File: config.mk
export PLATFORM = sky130hd
export DESIGN_NAME = sc_regwrite_arbiter
export DESIGN_NICKNAME = d
export VERILOG_FILES = /design/src/rtl/sc_regwrarb_pkg.sv /design/src/rtl/sc_rr_picker.sv /design/src/rtl/sc_regwrite_arbiter.sv
export SDC_FILE = /design/constraint.sdc
export NUM_CORES = 1
export LEC_CHECK = 0
export BUFFER_PORTS_ARGS = -buffer_cell sky130_fd_sc_hd__buf_2
export CAP_MARGIN = 30
export CELL_PAD_IN_SITES_DETAIL_PLACEMENT = 1
export CELL_PAD_IN_SITES_GLOBAL_PLACEMENT = 1
export CORE_ASPECT_RATIO = 0.8
export CORE_MARGIN = 5
export CORE_UTILIZATION = 37
export DETAILED_ROUTE_END_ITERATION = 10
export PLACE_DENSITY_LB_ADDON = 0.12
export SKIP_CTS_REPAIR_TIMING = 1
export SLEW_MARGIN = 10
export SYNTH_ARGS = -nofsm -noshare
export SYNTH_HDL_FRONTEND = slang
export SYNTH_SLANG_ARGS = --single-unit
export TNS_END_PERCENT = 5
File: constraint.sdc
create_clock -name SC_RegWRARB_CLOCK_50 -period 8.9 [get_ports SC_RegWRARB_CLOCK_50]
set_clock_uncertainty 0.1 [all_clocks]
set_input_delay 1.78 -clock SC_RegWRARB_CLOCK_50 [delete_from_list [all_inputs] [get_ports SC_RegWRARB_CLOCK_50]]
set_output_delay 1.78 -clock SC_RegWRARB_CLOCK_50 [all_outputs]
set_load 0.1 [all_outputs]
File: src/rtl/sc_regwrarb_pkg.sv
// Shared definitions for the general-purpose register bank write-port arbiter.
// Holds the FSM state encoding and the default bus and bank dimensions.
package sc_regwrarb_pkg;

    localparam int unsigned DATAWIDTH_BUS = 32;
    localparam int unsigned REGADDR_WIDTH = 5;
    localparam int unsigned NUM_REQ       = 3;

    typedef enum logic [0:0] {
        StIdle  = 1'b0,
        StGrant = 1'b1
    } sc_regwrarb_state_e;

endpackage

File: src/rtl/sc_rr_picker.sv
// Combinational round-robin selector: the first asserted request found when
// scanning upward from i_rr_ptr, wrapping from NUM_REQ-1 back to 0.
module sc_rr_picker #(
    parameter int unsigned NUM_REQ = 3,
    parameter int unsigned PTR_W   = 2
) (
    input  logic [NUM_REQ-1:0] i_req,
    input  logic [PTR_W-1:0]   i_rr_ptr,
    output logic [NUM_REQ-1:0] o_winner,
    output logic               o_valid
);

    function automatic logic [NUM_REQ-1:0] rr_pick(input logic [NUM_REQ-1:0] req,
                                                   input logic [PTR_W-1:0]   ptr);
        logic [NUM_REQ-1:0] grant;
        logic               found;
        int unsigned        k;
        grant = '0;
        found = 1'b0;
        for (int unsigned i = 0; i < NUM_REQ; i++) begin
            k = (32'(ptr) + i) % NUM_REQ;
            if (!found && req[k[PTR_W-1:0]]) begin
                grant[k[PTR_W-1:0]] = 1'b1;
                found               = 1'b1;
            end
        end
        return grant;
    endfunction

    assign o_winner = rr_pick(i_req, i_rr_ptr);
    assign o_valid  = |i_req;

endmodule

File: src/rtl/sc_regwrite_arbiter.sv
// Round-robin write-port arbiter for the register bank: grants one requester per
// two cycles and drives registered one-cold write strobes plus the shared data bus.
module sc_regwrite_arbiter
    import sc_regwrarb_pkg::*;
#(
    parameter int unsigned DATAWIDTH_BUS = sc_regwrarb_pkg::DATAWIDTH_BUS,
    parameter int unsigned REGADDR_WIDTH = sc_regwrarb_pkg::REGADDR_WIDTH,
    parameter int unsigned NUM_REQ       = sc_regwrarb_pkg::NUM_REQ
) (
    input  logic                              SC_RegWRARB_CLOCK_50,
    input  logic                              SC_RegWRARB_RESET_InLow,
    input  logic                              SC_RegWRARB_Hold_InHigh,
    input  logic [NUM_REQ-1:0]                SC_RegWRARB_Req_InHigh,
    input  logic [NUM_REQ*REGADDR_WIDTH-1:0]  SC_RegWRARB_Addr_In,
    input  logic [NUM_REQ*DATAWIDTH_BUS-1:0]  SC_RegWRARB_Data_In,
    output logic [NUM_REQ-1:0]                SC_RegWRARB_Grant_OutHigh,
    output logic [(2**REGADDR_WIDTH)-1:0]     SC_RegWRARB_Write_OutLow,
    output logic [DATAWIDTH_BUS-1:0]          SC_RegWRARB_DataBUS_Out,
    output logic                              SC_RegWRARB_Busy_OutHigh
);

    localparam int unsigned PTR_W   = (NUM_REQ > 1) ? $clog2(NUM_REQ) : 1;
    localparam int unsigned NUM_REG = 2 ** REGADDR_WIDTH;

    sc_regwrarb_state_e       r_state, w_state_d;
    logic [PTR_W-1:0]         r_rr_ptr, w_rr_ptr_d;
    logic [NUM_REQ-1:0]       r_grant, w_grant_d;
    logic [NUM_REG-1:0]       r_write_n, w_write_n_d;
    logic [DATAWIDTH_BUS-1:0] r_data, w_data_d;

    logic [NUM_REQ-1:0]       w_winner;
    logic                     w_valid;
    logic [PTR_W-1:0]         w_win_idx;
    logic [REGADDR_WIDTH-1:0] w_win_addr;
    logic [DATAWIDTH_BUS-1:0] w_win_data;

    sc_rr_picker #(
        .NUM_REQ (NUM_REQ),
        .PTR_W   (PTR_W)
    ) u_picker (
        .i_req    (SC_RegWRARB_Req_InHigh),
        .i_rr_ptr (r_rr_ptr),
        .o_winner (w_winner),
        .o_valid  (w_valid)
    );

    // Mux the winner's index, address and data out of the packed request buses.
    always_comb begin
        w_win_idx  = '0;
        w_win_addr = '0;
        w_win_data = '0;
        for (int i = 0; i < int'(NUM_REQ); i++) begin
            if (w_winner[i]) begin
                w_win_idx  = PTR_W'(i);
                w_win_addr = SC_RegWRARB_Addr_In[i*REGADDR_WIDTH +: REGADDR_WIDTH];
                w_win_data = SC_RegWRARB_Data_In[i*DATAWIDTH_BUS +: DATAWIDTH_BUS];
            end
        end
    end

    always_comb begin
        w_state_d   = r_state;
        w_rr_ptr_d  = r_rr_ptr;
        w_grant_d   = '0;
        w_write_n_d = '1;
        w_data_d    = r_data;
        unique case (r_state)
            StIdle: begin
                if (!SC_RegWRARB_Hold_InHigh && w_valid) begin
                    w_state_d = StGrant;
                    w_grant_d = w_winner;
                    w_data_d  = w_win_data;
                    // r0 is hardwired zero: the grant is consumed but never strobed.
                    if (w_win_addr != '0) begin
                        w_write_n_d[w_win_addr] = 1'b0;
                    end
                    w_rr_ptr_d = (w_win_idx == PTR_W'(NUM_REQ - 1)) ? '0
                                                                     : w_win_idx + PTR_W'(1);
                end
            end
            StGrant: w_state_d = StIdle;
            default: w_state_d = StIdle;
        endcase
    end

    always_ff @(posedge SC_RegWRARB_CLOCK_50 or negedge SC_RegWRARB_RESET_InLow) begin
        if (!SC_RegWRARB_RESET_InLow) begin
            r_state   <= StIdle;
            r_rr_ptr  <= '0;
            r_grant   <= '0;
            r_write_n <= '1;
            r_data    <= '0;
        end else begin
            r_state   <= w_state_d;
            r_rr_ptr  <= w_rr_ptr_d;
            r_grant   <= w_grant_d;
            r_write_n <= w_write_n_d;
            r_data    <= w_data_d;
        end
    end

    assign SC_RegWRARB_Grant_OutHigh = r_grant;
    assign SC_RegWRARB_Write_OutLow  = r_write_n;
    assign SC_RegWRARB_DataBUS_Out   = r_data;
    assign SC_RegWRARB_Busy_OutHigh  = (r_state == StGrant);

endmodule

Word-level counts from Yosys, hierarchy flattened

Index checks and enable logic that the tools add are counted.

Flip-flop bits (word level): 70

Add/subtract/negate cells: 3
Divide/modulo/power cells: 3
Magnitude comparators: 8
Equality and inequality tests: 1
Muxes and demuxes: 35
Bitwise gates (word level): 4
Reduce and logical (&&, ||, !) cells: 13

Operators by type and width:

| kind                  | number |
|---|---|
| $mux 32               | 6 |
| $mod 32x2->32 const B | 2 |
| $mod 2x2->32 const B  | 1 |
| $not 32->32           | 1 |
| $mux 3                | 5 |
| $mux 5                | 3 |
| $mux 1                | 11 |
| $lt 2x3->1 const B    | 3 |
| $logic_and 1x1->1     | 7 |
| $bmux 1 s2            | 3 |
| $demux 1 s2           | 3 |
| $ge 2x1->1 const B    | 3 |
| $lt 5x6->1 const B    | 1 |
| $or 3x3->3            | 2 |
| $demux 1 s5           | 1 |
| $ge 5x1->1 const B    | 1 |
| $reduce_bool 5->1     | 1 |
| $mux 2                | 2 |
| $add 2x1->3 const B   | 1 |
| $add 2x2->3 const B   | 1 |
| $logic_not 1->1       | 3 |
| $reduce_or 3->1       | 1 |
| $add 2x1->2 const B   | 1 |
| $eq 2x2->1 const B    | 1 |
| other kinds (3)       | 3 |

Logic depth before layout (Yosys ltp)

Depth in word-level cells: 21
Gate-level depth with buffers: 13

Hierarchy

A second synthesis with hierarchy kept.

Cells, all modules: 325
Area total of the unflattened synthesis: 3448.3 um2

By module, submodules not included:

| module              | instances | cells an instance | area an instance (um2) |
|---|---|---|---|
| sc_regwrite_arbiter | 1         | 288               | 3169.3 |
| sc_rr_picker        | 1         | 37                | 279.0 |

Least setup slack after synthesis

No wires, ideal clock.

Kind: in2reg
From: in SC_RegWRARB_Req_InHigh[1]
To: reg r_data[10] (netlist: SC_RegWRARB_DataBUS_Out[10])
Arrival time: 3.631 ns
Slack: 5.043 ns
Stages on the path: 11
Buffers on the path: 4
Path through: buf_6 -> nor2b_4 -> or4_4 -> and4_4 -> buf_6 -> and2_4 -> buf_6 -> buf_6 -> a22oi_2 -> nor2_1 -> a221o_1

Cells in the longest elaborated chain, start to end: 12

Ends and longest elaborated chain:

| item                         | line                      | text |
|---|---|---|
| from (decl)                  | sc_regwrite_arbiter.sv:13 | `input logic [NUM_REQ-1:0] SC_RegWRARB_Req_InHigh,` |
| $bmux 1 s2                   | sc_rr_picker.sv:22        | `if (!found && req[k[PTR_W-1:0]]) begin` |
| $mux 1 (implied by the code) | sc_rr_picker.sv:22        |  |
| $mux 1                       | sc_rr_picker.sv:22        |  |
| $logic_not 1->1              | sc_rr_picker.sv:22        |  |
| $logic_and 1x1->1            | sc_rr_picker.sv:22        |  |
| $mux 1                       | sc_rr_picker.sv:22        |  |
| $logic_not 1->1              | sc_rr_picker.sv:22        |  |
| $logic_and 1x1->1            | sc_rr_picker.sv:22        |  |
| $mux 3                       | sc_rr_picker.sv:22        |  |
| $mux 32 (3 in series)        | sc_regwrite_arbiter.sv:53 | `if (w_winner[i]) begin` |
| to (signal assigned)         | sc_regwrite_arbiter.sv:98 | `r_data <= w_data_d;` |
| to (decl)                    | sc_regwrite_arbiter.sv:29 | `logic [DATAWIDTH_BUS-1:0] r_data, w_data_d;` |

Parallel ways exist; a longest one is shown, timed or not. The select of a mux whose other input is x is not followed.
A chain may end at the register's enable or synchronous reset.

Worst setup path in the final report

From: in SC_RegWRARB_Req_InHigh[0]
To: reg r_data[21] (netlist: SC_RegWRARB_DataBUS_Out[21])

The elaborated chain is that of the path after synthesis.

==> metrics.log <==
INFO  metric antenna_violations_before_repair = 0
INFO  metric root_buffer_cell = sky130_fd_sc_hd__clkbuf_16
INFO  metric track_usage = 0.193
INFO  metric gp_congestion = 0.799
INFO  metric synth-warning-count = 0
INFO  metric critPathCaptureType = flip-flop
INFO  metric fin_ws = around 4700 ps
INFO  metric drive_above_1_share = 0.555
INFO  metric setup-tns-final = 0 ps
INFO  metric worst-r2r-cell-count = 9
INFO  metric synthArstFlopShare = 1.00
INFO  metric drt_drc_violations_left = 0
INFO  metric grt_start_max_net_pins = between 70 and 80
INFO  metric p_per_area = 453 nW/um^2
INFO  metric via_count = about 3500
INFO  metric total_inserted_antenna_cells = 0
INFO  metric die_boundary_height = 101 um
INFO  metric critPathKind = primary input to flip-flop
INFO  metric design.core.area = 10200 um^2
INFO  metric detailroute.wirelength.met2 = between 5 and 6 mm
INFO  metric critPathCapture = SC_RegWRARB_DataBUS_Out[21]
INFO  metric grt_pass1_vias = 3642
INFO  metric final_cell_count_no_fill = between 600 and 700
INFO  metric final_hold_slack = 411 ps
INFO  metric tightest_slew = 729 ps
INFO  metric startpoint_type = primary input
INFO  metric h_tree_level_count = 3
INFO  metric vdd_ir_drop_max = 155 uV
INFO  metric clk_latency = roughly 320 ps
INFO  metric max_slew_margin_vs_limit = 0.514
INFO  metric synthAdderAreaFrac = 0.0131
INFO  metric die_area = 12400 um^2
INFO  metric hpwl = between 9 and 10 mm
INFO  metric worst-endpoint-arrival = 4320 ps
INFO  metric detailroute.wirelength.met3 = 885 um
INFO  metric first_pass_iters = 4
INFO  metric total_clock_buffers_created_by_cts = 9
INFO  metric postSynthRegisterBits = 70
INFO  metric timing.rr.end = SC_RegWRARB_DataBUS_Out[21]
INFO  metric setup_viol = 0
INFO  metric die_x = 124 um
INFO  metric final_cell_mix = 183 x sky130_fd_sc_hd__buf_2, 38 x sky130_fd_sc_hd__dfrtp_1, 36 x sky130_fd_sc_hd__nor2_1
INFO  metric grt_setup_unrepaired = false
INFO  metric run_status = completed
INFO  metric synth.area.mux_share = 0.0108
INFO  metric yosysSeqAreaShare = 0.470
INFO  metric totalWireLength = 12.1 mm
INFO  metric synth_simple_gate_area_share = 0.173
INFO  metric crit-reg2reg-launch = r_rr_ptr[1]
INFO  metric ioPinCount = 185
INFO  metric cts_tree = yes
INFO  metric uppermost_routed_layer = met4
INFO  metric report.final.hold_viol_count = 0
INFO  metric cts_max_path_buffers = 2
INFO  metric worstHoldPathType = flip-flop to flip-flop
INFO  metric post_syn_area_per_cell = ~11 um^2
INFO  metric dp_cell_count = roughly 640
INFO  metric postSynthNetCount = 465
INFO  metric critical_path.startpoint = SC_RegWRARB_Req_InHigh[0]
INFO  metric synthesized_area_fraction_occupied_by_ao_oa_aoi_and_oai_cells = 0.274
INFO  metric initial_core_util = 0.375
INFO  metric synth-main-ff-cell = sky130_fd_sc_hd__dfrtp_1
INFO  metric grt_overflow = 0
INFO  metric path_cells = buf_2 -> nor2b_1 -> or4_1 -> o211ai_2 -> nand2b_1 -> nor3b_4 -> buf_4 -> a221o_1
INFO  metric final_common_cell = sky130_fd_sc_hd__buf_2
INFO  metric post_synth_num_cell_types = 61
INFO  metric layout.core_utilization = 0.499
INFO  metric achievable-frequency = 237 MHz
INFO  metric r2r_slack = ~5300 ps
INFO  metric grt_pass1_wl = 18.9 mm
INFO  metric numPortBuffers = 184
INFO  metric place_worst_setup_slack = 4370 ps
INFO  metric nets = 637
INFO  metric postRouteAntennaNets = 0
INFO  metric synthToLayoutAreaGrowth = 33.0%
INFO  metric drt-wirelength-per-cell = 18.4 um
INFO  metric core.rowCount = 33
INFO  metric cpPeakStageDelay = 540 ps
INFO  metric cap_viol_max_count = 0
INFO  metric post-route-period-util = 0.473
INFO  metric power_leakage = 0.00226 uW
INFO  metric edff_count_synth = 0
INFO  metric synth-xor-area-share = 0
INFO  metric final_max_slew_viol_count = 0
INFO  metric synthesis.instances = ~340
INFO  metric clk_pin_slew = 60 ps
INFO  metric wirelength_met1 = 5.20 mm
INFO  metric critical_path_required = roughly 9000 ps
INFO  metric timing.critical_path.slowest_stage_cell = sky130_fd_sc_hd__or4_1
INFO  metric tritoncts_num_sinks = 70
INFO  metric initialDrtViolationCount = 192
INFO  metric mapped_area = 3810 um^2
INFO  metric critical_path.max_fanout = 32
INFO  metric via_per_inst = ~5.2
INFO  metric largest_family_of_logic_cells_by_synthesized_area = compound AO/OA/AOI/OAI gates
INFO  metric period_needed = ~4200 ps
==> synthesized netlist by cell type, drive strengths merged, types with 2 or more instances <==
cell | count | area [um^2]
o22ai | 2 | 12.5
nand2b | 2 | 12.5
buf | 19 | 153
clkbuf | 8 | 30.0
a41oi | 2 | 17.5
o221a | 3 | 33.8
a31oi | 6 | 43.8
dfstp | 32 | 841
mux2i | 3 | 30.0
a221o | 32 | 320
nor3b | 2 | 25.0
and4b | 2 | 20.0
or4 | 2 | 18.8
nor2b | 2 | 20.0
nand2 | 34 | 128
dfrtp | 38 | 951
nor4 | 4 | 40.0
a21oi | 8 | 40.0
nand3b | 3 | 22.5
nor3 | 10 | 77.6
nor2 | 36 | 135
a22oi | 33 | 393
or3 | 2 | 12.5
and2 | 3 | 21.3
inv | 11 | 41.3
o32a | 2 | 21.3
ha | 4 | 50.1
o21ai | 9 | 52.6
nand3 | 9 | 45.0
a21o | 4 | 30.0
==> worst min path at each step <==
stage | start | endpoint | slack (ps) | cells past startpoint
after floorplan | r_rr_ptr[0] | r_rr_ptr[0] | 400 | 2
after global placement | SC_RegWRARB_DataBUS_Out[6] | SC_RegWRARB_DataBUS_Out[6] | 390 | 1
after detailed placement | SC_RegWRARB_DataBUS_Out[8] | SC_RegWRARB_DataBUS_Out[8] | 400 | 1
after CTS | SC_RegWRARB_DataBUS_Out[8] | SC_RegWRARB_DataBUS_Out[8] | 420 | 1
after global routing | SC_RegWRARB_DataBUS_Out[14] | SC_RegWRARB_DataBUS_Out[14] | 420 | 1
final | SC_RegWRARB_DataBUS_Out[1] | SC_RegWRARB_DataBUS_Out[1] | 410 | 1
==> sequential cells by signal (all words and copies together), names as in the netlist <==
signal and flops:
SC_RegWRARB_Grant_OutHigh 3, r_rr_ptr 2, SC_RegWRARB_Busy_OutHigh 1, SC_RegWRARB_Write_OutLow 32
SC_RegWRARB_DataBUS_Out 32
==> area by class of cell <==
class	instances	area [um^2]
clock buffer	9	225
clock inverter	7	60.1
fill	1211	5080
inverter	11	41.3
multi-input combinational	236	1810
sequential	70	1790
tap	140	175
timing repair buffer	188	973
==> through the flow <==
step           instance area, um^2  total power (uW)
3_5_place_dp                  4760              1970
6_report                      5070              2300
5_1_grt                       5070              2440
2_1_floorplan                 3810              1730
4_1_cts                       5040              2320
3_3_place_gp                  4760              1940
==> critical path: cells and delay by family <==
kind	cells	cell delay, ps
compound gates	2	860
simple gates	4	1250
buf+inv	2	400
==> report_power, final <==
| part | leakage [uW] | internal (uW) | switching [uW] |
|---|---|---|---|
| Clock | 0.000139 | 194 | 144 |
| Combinational | 0.00129 | 384 | 1120 |
| Sequential | 0.000832 | 411 | 41.7 |
==> cells by family after synthesis <==
group,Yosys count
AO/OA/AOI/OAI,109
adder cells (fa/ha/maj),4
buffers and inverters,38
flip-flops,70
multiplexers,4
other,1
AND/OR/NAND/NOR,118
==> metal layers <==
| metal | GRT usage | up-vias |
|---|---|---|
| met1 | 0.252 | 1690 |
| met5 | 0 | - |
| met2 | 0.316 | 115 |
| met3 | 0.0499 | 8 |
| li1 | - | 1645 |
| met4 | 0.0528 | 0 |
Power figures use the tool's default switching activity.
